File: config.mk
export PLATFORM = sky130hd
export DESIGN_NAME = rr_arbiter
export DESIGN_NICKNAME = d
export VERILOG_FILES = /design/src/rtl/arb_pkg.sv /design/src/rtl/rr_pick.sv /design/src/rtl/rr_arbiter.sv
export SDC_FILE = /design/constraint.sdc
export NUM_CORES = 1
export LEC_CHECK = 0
export BUFFER_PORTS_ARGS = -buffer_cell sky130_fd_sc_hd__buf_2
export CORE_MARGIN = 4
export CORE_UTILIZATION = 50
export DETAILED_ROUTE_END_ITERATION = 10
export HOLD_SLACK_MARGIN = 0.1
export PLACE_DENSITY = 0.71
export SLEW_MARGIN = 20
export SYNTH_ARGS = -nofsm -noshare
export SYNTH_HDL_FRONTEND = slang
export SYNTH_HIERARCHICAL = 1
export SYNTH_SLANG_ARGS = --single-unit
File: constraint.sdc
create_clock -name clk -period 2.8 [get_ports clk]
set_clock_uncertainty 0.05 [all_clocks]
set_input_delay 0.28 -clock clk [delete_from_list [all_inputs] [get_ports clk]]
set_output_delay 0.28 -clock clk [all_outputs]
set_load 0.02 [all_outputs]
File: src/rtl/arb_pkg.sv
// arb_pkg: shared state encoding and default sizing for the round-robin arbiter.
package arb_pkg;
    typedef enum logic [1:0] {ARB_IDLE, ARB_GRANT, ARB_GAP} state_t;
    localparam int N_DEF = 4;
    localparam int MAX_HOLD_DEF = 8;
endpackage

File: src/rtl/rr_pick.sv
// rr_pick: combinational round-robin selector, first set req bit from ptr upward modulo N.
module rr_pick
    import arb_pkg::*;
#(
    parameter int N = N_DEF,
    parameter int W = $clog2(N)
) (
    input  logic [N-1:0] req,
    input  logic [W-1:0] ptr,
    output logic [N-1:0] onehot,
    output logic [W-1:0] idx,
    output logic         valid
);
    logic [N-1:0] rot;
    assign rot = N'({req, req} >> ptr);
    always_comb begin
        idx = '0;
        valid = 1'b0;
        for (int i = N - 1; i >= 0; i--) begin
            if (rot[i]) begin
                idx = W'((int'(ptr) + i) % N);
                valid = 1'b1;
            end
        end
    end
    assign onehot = valid ? (N'(1) << idx) : '0;
endmodule

File: src/rtl/rr_arbiter.sv
// rr_arbiter: round-robin arbiter with bounded hold time and a one-cycle turnaround gap.
module rr_arbiter
    import arb_pkg::*;
#(
    parameter int N = N_DEF,
    parameter int MAX_HOLD = MAX_HOLD_DEF
) (
    input  logic                 clk,
    input  logic                 reset,
    input  logic [N-1:0]         req,
    output logic [N-1:0]         gnt,
    output logic [$clog2(N)-1:0] gnt_id,
    output logic                 busy
);
    localparam int W = $clog2(N);
    localparam int HW = $clog2(MAX_HOLD + 1);
    state_t state, state_d;
    logic [N-1:0] gnt_d, onehot;
    logic [W-1:0] id_d, ptr, ptr_d, idx;
    logic [HW-1:0] hold_cnt, hold_d;
    logic busy_d, valid, release_now;
    rr_pick #(.N(N), .W(W)) u_pick (
        .req(req),
        .ptr(ptr),
        .onehot(onehot),
        .idx(idx),
        .valid(valid)
    );
    assign release_now = !req[gnt_id] || hold_cnt == HW'(MAX_HOLD);
    always_ff @(posedge clk or posedge reset) begin
        if (reset) begin
            state <= ARB_IDLE;
            gnt <= '0;
            gnt_id <= '0;
            busy <= 1'b0;
            ptr <= '0;
            hold_cnt <= '0;
        end else begin
            state <= state_d;
            gnt <= gnt_d;
            gnt_id <= id_d;
            busy <= busy_d;
            ptr <= ptr_d;
            hold_cnt <= hold_d;
        end
    end
    // Releasing owner moves to lowest priority by advancing ptr past it.
    always_comb begin
        state_d = state;
        gnt_d = gnt;
        id_d = gnt_id;
        busy_d = busy;
        ptr_d = ptr;
        hold_d = hold_cnt;
        if (state == ARB_GRANT) begin
            if (release_now) begin
                state_d = ARB_GAP;
                gnt_d = '0;
                busy_d = 1'b0;
                ptr_d = (gnt_id == W'(N - 1)) ? '0 : gnt_id + 1'b1;
                hold_d = '0;
            end else begin
                hold_d = hold_cnt + 1'b1;
            end
        end else if (valid) begin
            state_d = ARB_GRANT;
            gnt_d = onehot;
            id_d = idx;
            busy_d = 1'b1;
            hold_d = HW'(1);
        end else begin
            state_d = ARB_IDLE;
            gnt_d = '0;
            busy_d = 1'b0;
        end
    end
endmodule
==> results.md, run 1 <==
- DRC Markers: 0
- Type of destination of the critical path: register
- Hold Crit Depth: 4
- Slew at the pin closest to its max-slew limit: 546 ps
- Most used flip-flop cell after synthesis: sky130_fd_sc_hd__dfrtp_1
- Area of the mapped netlist: 890 um^2
- Via count of the first global-routing pass: 696
- Fraction of layout cells with a size suffix above 1: 0.248
- Number of buffers added to fix hold violations after cts: 1
- Antenna Nets Post-Route: 0
- Seq/Total Area, Yosys: 0.394
- Num CTS Buffers: 3
- TritonRoute pass-1 iters: 4
- Req. time, crit path: 2920 ps
- Number of inserted diodes: 0
- Die extent in x: 50.2 um
- Clock root buffer: sky130_fd_sc_hd__clkbuf_4
- Die boundary height: 50.2 um
- First-pass GRT wire length: 3150 um
- Result of the run: completed
- Area of the multi-input gates: 448 um^2
- Max Clock Freq: 551 MHz
- Fillers: 152
- Proportion of netlist area held by the largest area contributor: 0.394
- Iteration-0 DRC Markers: 13
- Worst vdd ir: 592 uV
- Worst reg-to-reg setup slack: 980 ps
- Mean Syn Cell Area: 9.27 um^2
- Detailed-route via count: 725
- Biggest cell delay along the critical path: 540 ps
- Critical path launch point type: register
- CP max FO: 11
- Count of distinct cell types in the synthesized netlist: 36
- Number of buffers between clock root and the deepest sink: 2
- HP Class: in -> reg
- WL final: 1790 um
- Final layout net count: 116
- Count of endpoints failing hold in the final timing report: 0
- Total of warnings raised by yosys: 6
- Worst path arrival time: 1940 ps
- Combined global-route utilization of all metal layers: 0.160
- Clk sink count: 14
- Number of gates resized after cts: 0
- Commonest non-fill, non-tap cells in the layout: sky130_fd_sc_hd__dfrtp_1 (14), sky130_fd_sc_hd__buf_2 (12), sky130_fd_sc_hd__nand2_1 (10), sky130_fd_sc_hd__nand3_1 (10), sky130_fd_sc_hd__inv_1 (7)
- Layout area overhead: 7.74%
- CTS H-Tree Depth: 1
- Rel. slew slack: 0.636
- Reg-to-reg startpoint: gnt_id[0]
- Total Neg Setup Slack: 0 ps
- RD Place Congestion: 0.874
- Die area: 2520 um^2
- Final HPWL from detailed placement: 1320 um
- Commonest non-fill, non-tap cell in the layout: sky130_fd_sc_hd__dfrtp_1
- Clock slew seen by the registers of the worst setup and hold paths: 90 ps
- Cell Chain, Critical Path: mux4_2 -> o21a_2 -> nor2_2 -> mux2_1
- Worst Path Class, Setup: reg -> reg
- Final non-filler cell area: 958 um^2
- Number of buffers inserted by post-CTS setup repair: 0
- Worst hold start: req[3]
- Largest net degree at the start of global routing: 15
- Number of port buffers: 12
- Cell taking the most area after synthesis: sky130_fd_sc_hd__dfrtp_1
- Number of max-capacitance violations reported: 0
- Number of antenna violations at the first check in global routing: 0
- Number of cell instances on the worst register-to-register path: 4
- Cell types with the largest area share after synthesis: sky130_fd_sc_hd__dfrtp_1 (39%), sky130_fd_sc_hd__nand3_1 (5.6%), sky130_fd_sc_hd__ha_1 (4.2%)
- Crit Reg-Reg Endpoint: ptr[1]
- Post-synth EDFFs: 0
- Mean routed wirelength per cell: 13.9 um
- Sequential cell area: 350 um^2
- Power per unit of standard cell area: 1060 nW/um^2
- Setup repair after global routing missed its margin: false
- Leakage Power: 0.460 nW
- Vias per cell: 5.62
- Final number of max-transition violations: 0
- Final setup viols: 0
- Share of the cycle needed by the critical path after routing: 0.649
- Leftover overflow at the end of global routing: 0
- Boundary Pins: 13
- Register bit count reported by yosys: 14
- Syn Nets: 105
- Clk Latency, worst-skew pair: 280 ps
- Standard cell core area: 1590 um^2
- Minimum clock period: 1820 ps
- Initial cell density of the core: 0.558
- Proportion of register bits with asynchronous set or reset after synthesis: 1.00
- Hold Crit Endpoint: gnt[3]
- Standard cell with the maximum stage delay on the critical path: sky130_fd_sc_hd__mux4_2
- Rows: 14
- Cell area after placement: 926 um^2
- Gate Count Post-Synth: 96
- TritonCTS clock tree: yes
[critical path, delay by kind of cell (launching register included)]
family             cells  cell delay (ps)
DFF                    1              450
muxes                  2              860
and+or+nand+nor        1              120
AOI/OAI and AO/OA      1              220
[report_power, final]
part / total (mW) / internal, mW / switching (mW)
Combinational: 0.524 / 0.222 / 0.302
Clock: 0.113 / 0.0497 / 0.0633
Sequential: 0.381 / 0.286 / 0.0941
Total: 1.02 / 0.558 / 0.459
[through the flow]
step	hold slack (ps)	utilization	setup slack, ps	power (mW)	instances
3_5_place_dp	308	0.581	996	0.907	125
6_report	384	0.601	984	1.02	129
2_1_floorplan	119	-	1020	0.800	96
3_3_place_gp	294	0.581	1050	0.896	125
5_1_grt	398	0.601	888	1.11	129
4_1_cts	373	0.601	985	1.02	129
[cell usage after synthesis (2+ instances only)]
library cell,number
sky130_fd_sc_hd__dfrtp_1,14
sky130_fd_sc_hd__nand2_1,10
sky130_fd_sc_hd__nand3_1,10
sky130_fd_sc_hd__inv_1,7
sky130_fd_sc_hd__a21oi_1,6
sky130_fd_sc_hd__o21ai_1,5
sky130_fd_sc_hd__nor2_1,4
sky130_fd_sc_hd__buf_6,3
sky130_fd_sc_hd__ha_1,3
sky130_fd_sc_hd__buf_4,2
sky130_fd_sc_hd__mux2_2,2
sky130_fd_sc_hd__nand2b_1,2
sky130_fd_sc_hd__nor2b_1,2
sky130_fd_sc_hd__o221a_2,2
sky130_fd_sc_hd__o22ai_1,2
sky130_fd_sc_hd__o2bb2ai_1,2
[sequential cells by signal (all words and copies together), names as in the netlist]
register  cells
ptr           2
gnt           4
state         2
gnt_id        2
hold_cnt      4
[area by class of cell]
cell class / instances / share of cell area
clock buffer: 3 / 0.0235
inverter: 8 / 0.0313
multi-input combinational: 66 / 0.467
sequential: 14 / 0.366
tap: 24 / 0.0313
timing repair buffer: 14 / 0.0809
[metal layers]
metal	GRT usage	vias up	wire (um)
met5	0	-	0
met4	0.0507	0	10
met3	0.0266	2	53
met2	0.259	13	878
met1	0.218	352	847
li1	-	358	-
[cell families after synthesis]
| kind of cell | synth area share |
|---|---|
| flops | 0.394 |
| simple gates | 0.165 |
| mux | 0.0745 |
| buf+inv | 0.103 |
| compound gates | 0.222 |
| fa+ha+maj | 0.0422 |
[worst max path at each step]
| stage | depth (start not counted) | start | end |
|---|---|---|---|
| finish | 4 | gnt_id[0] | ptr[1] |
| global route | 4 | gnt_id[0] | ptr[1] |
| CTS | 4 | gnt_id[0] | ptr[1] |
| detailed placement | 4 | gnt_id[0] | ptr[1] |
| global placement | 4 | gnt_id[0] | ptr[1] |
| floorplan | 4 | gnt_id[0] | ptr[1] |
Note: power is estimated with default switching activity, not from simulation.
==> run 2: changes to the inputs <==
--- a/config.mk
+++ b/config.mk
@@ -7,10 +7,10 @@
 export LEC_CHECK = 0
 export BUFFER_PORTS_ARGS = -buffer_cell sky130_fd_sc_hd__buf_2
 export CORE_MARGIN = 4
-export CORE_UTILIZATION = 50
+export CORE_UTILIZATION = 49
 export DETAILED_ROUTE_END_ITERATION = 10
 export HOLD_SLACK_MARGIN = 0.1
-export PLACE_DENSITY = 0.71
+export PLACE_DENSITY = 0.73
 export SLEW_MARGIN = 20
 export SYNTH_ARGS = -nofsm -noshare
 export SYNTH_HDL_FRONTEND = slang
==> constraint.sdc (replaced) <==
create_clock -name clk -period 1.55 [get_ports clk]
set_clock_uncertainty 0.05 [all_clocks]
set_input_delay 0.155 -clock clk [delete_from_list [all_inputs] [get_ports clk]]
set_output_delay 0.155 -clock clk [all_outputs]
set_load 0.02 [all_outputs]
==> run 2 against run 1 <==
  * The flow now finishes with violations (setup timing)
  * Via count up 4.1%
  * Critical path depth unchanged
  * Design area grew 12%
  * Non-clock buffer count increased by 9
  * Count of clock-buffer cells in the layout increased by 1
  * Critical endpoint unchanged
  * Highest routed layer unchanged
==> results.md, run 2 (same netlist as run 1, synthesis figures left out) <==
- DRC Markers: 0
- Req. time, crit path: 1670 ps
- First-pass GRT wire length: 2920 um
- Share of the cycle needed by the critical path after routing: 1.04
- Number of max-capacitance violations reported: 0
- Number of port buffers: 12
- Standard cell core area: 1730 um^2
- Hold Crit Endpoint: gnt[3]
- Cell area after placement: 996 um^2
- Slew at the pin closest to its max-slew limit: 516 ps
- Final non-filler cell area: 1080 um^2
- Layout area overhead: 21.0%
- TritonCTS clock tree: yes
- Worst Path Class, Setup: reg -> reg
- WL final: 1810 um
- Type of destination of the critical path: register
- Via count of the first global-routing pass: 657
- Leakage Power: 0.518 nW
- Setup repair after global routing missed its margin: true
- Power per unit of standard cell area: 1960 nW/um^2
- Vias per cell: 5.39
- Clk Latency, worst-skew pair: 280 ps
- Reg-to-reg startpoint: gnt_id[0]
- Iteration-0 DRC Markers: 20
- Worst vdd ir: 1250 uV
- CP max FO: 2
- Mean routed wirelength per cell: 13.0 um
- Number of antenna violations at the first check in global routing: 0
- TritonRoute pass-1 iters: 4
- Final layout net count: 125
- Combined global-route utilization of all metal layers: 0.153
- Final setup margin: -59.2 ps
- Clk sink count: 14
- Rows: 15
- Num CTS Buffers: 3
- Worst reg-to-reg setup slack: -60 ps
- Total Neg Setup Slack: -75.9 ps
- RD Place Congestion: 0.835
- Violated checks: setup timing
- Clock root buffer: sky130_fd_sc_hd__clkbuf_4
- Count of endpoints failing hold in the final timing report: 0
- Clock slew seen by the registers of the worst setup and hold paths: 80 ps
- Pre-CTS WS: -66.2 ps
- Leftover overflow at the end of global routing: 0
- Worst-case hold slack: 349 ps
- Fraction of layout cells with a size suffix above 1: 0.365
- Crit Reg-Reg Endpoint: ptr[1]
- Detailed-route via count: 755
- CTS H-Tree Depth: 1
- Final setup viols: 2
- Antenna Nets Post-Route: 0
- Boundary Pins: 13
- Number of cell instances on the worst register-to-register path: 4
- Critical path launch point type: register
- Die boundary height: 50.6 um
- Die extent in x: 50.6 um
- Rel. slew slack: 0.656
- Commonest non-fill, non-tap cell in the layout: sky130_fd_sc_hd__dfrtp_1
- Commonest non-fill, non-tap cells in the layout: sky130_fd_sc_hd__dfrtp_1 (13), sky130_fd_sc_hd__buf_2 (12), sky130_fd_sc_hd__nand2_1 (9), sky130_fd_sc_hd__nand3_1 (9), sky130_fd_sc_hd__buf_4 (9)
- Worst path arrival time: 1730 ps
- Number of buffers between clock root and the deepest sink: 2
- Registers with the most flip-flops: gnt x4, hold_cnt x4
- Final HPWL from detailed placement: 1400 um
- Worst hold start: req[3]
- Max Clock Freq: 621 MHz
- Result of the run: finished with violations
- Number of inserted diodes: 0
- Die area: 2560 um^2
- Initial cell density of the core: 0.515
- Largest net degree at the start of global routing: 15
- Final number of max-transition violations: 0
- Hold Crit Depth: 5
- HP Class: in -> reg
- Minimum clock period: 1610 ps
run 2: layer usage:
| metal | wire, um | track usage |
|---|---|---|
| met1 | 832 | 0.196 |
| met2 | 877 | 0.252 |
| met3 | 91 | 0.0534 |
| met4 | 12 | 0.0269 |
| met5 | 0 | 0 |
run 2: area by class of cell:
cell class / instances / area [um^2]
clock buffers: 4 / 36.3
fillers: 156 / 651
inverters: 8 / 30.0
multi-input cells: 66 / 478
flip-flops and latches: 14 / 352
well taps: 25 / 31.3
repair buffers: 23 / 149
run 2: metrics by stage:
| stage | utilization | total power, mW | cells |
|---|---|---|---|
| floorplan | - | 1.47 | 96 |
| global placement | 0.577 | 1.70 | 134 |
| detailed placement | 0.577 | 1.73 | 134 |
| CTS | 0.614 | 2.07 | 139 |
| global route | 0.623 | 2.25 | 140 |
| finish | 0.623 | 2.10 | 140 |
run 2: how the worst max path moves through the flow:
| stage | cells after the start | end | slack (ps) | start |
|---|---|---|---|---|
| floorplan | 4 | ptr[1] | -140 | gnt_id[0] |
| global placement | 4 | ptr[1] | -30 | gnt_id[0] |
| detailed placement | 4 | ptr[1] | -70 | gnt_id[0] |
| CTS | 4 | ptr[1] | -70 | gnt_id[0] |
| global route | 4 | ptr[1] | -110 | gnt_id[0] |
| finish | 4 | ptr[1] | -60 | gnt_id[0] |
run 2: what timing repair did:
item / CTS / global route
hold buffers: 1 / 0
hold endpoints to repair: 14 / 0
setup buffers: 0 / 1
pin swaps: 1 / 1
gates resized for setup: 4 / 2
endpoints found under the setup margin: 4 / 8
run 2: report_power, final:
group          internal, mW  switching, mW
registers             0.520          0.148
logic                 0.543          0.636
clock network         0.143          0.114
run 2: critical path: stages (launching register included):
cell and delay (ps):
sky130_fd_sc_hd__dfrtp_2 370, sky130_fd_sc_hd__mux4_2 520, sky130_fd_sc_hd__o21a_4 150, sky130_fd_sc_hd__nor2_4 100
sky130_fd_sc_hd__mux2_4 300
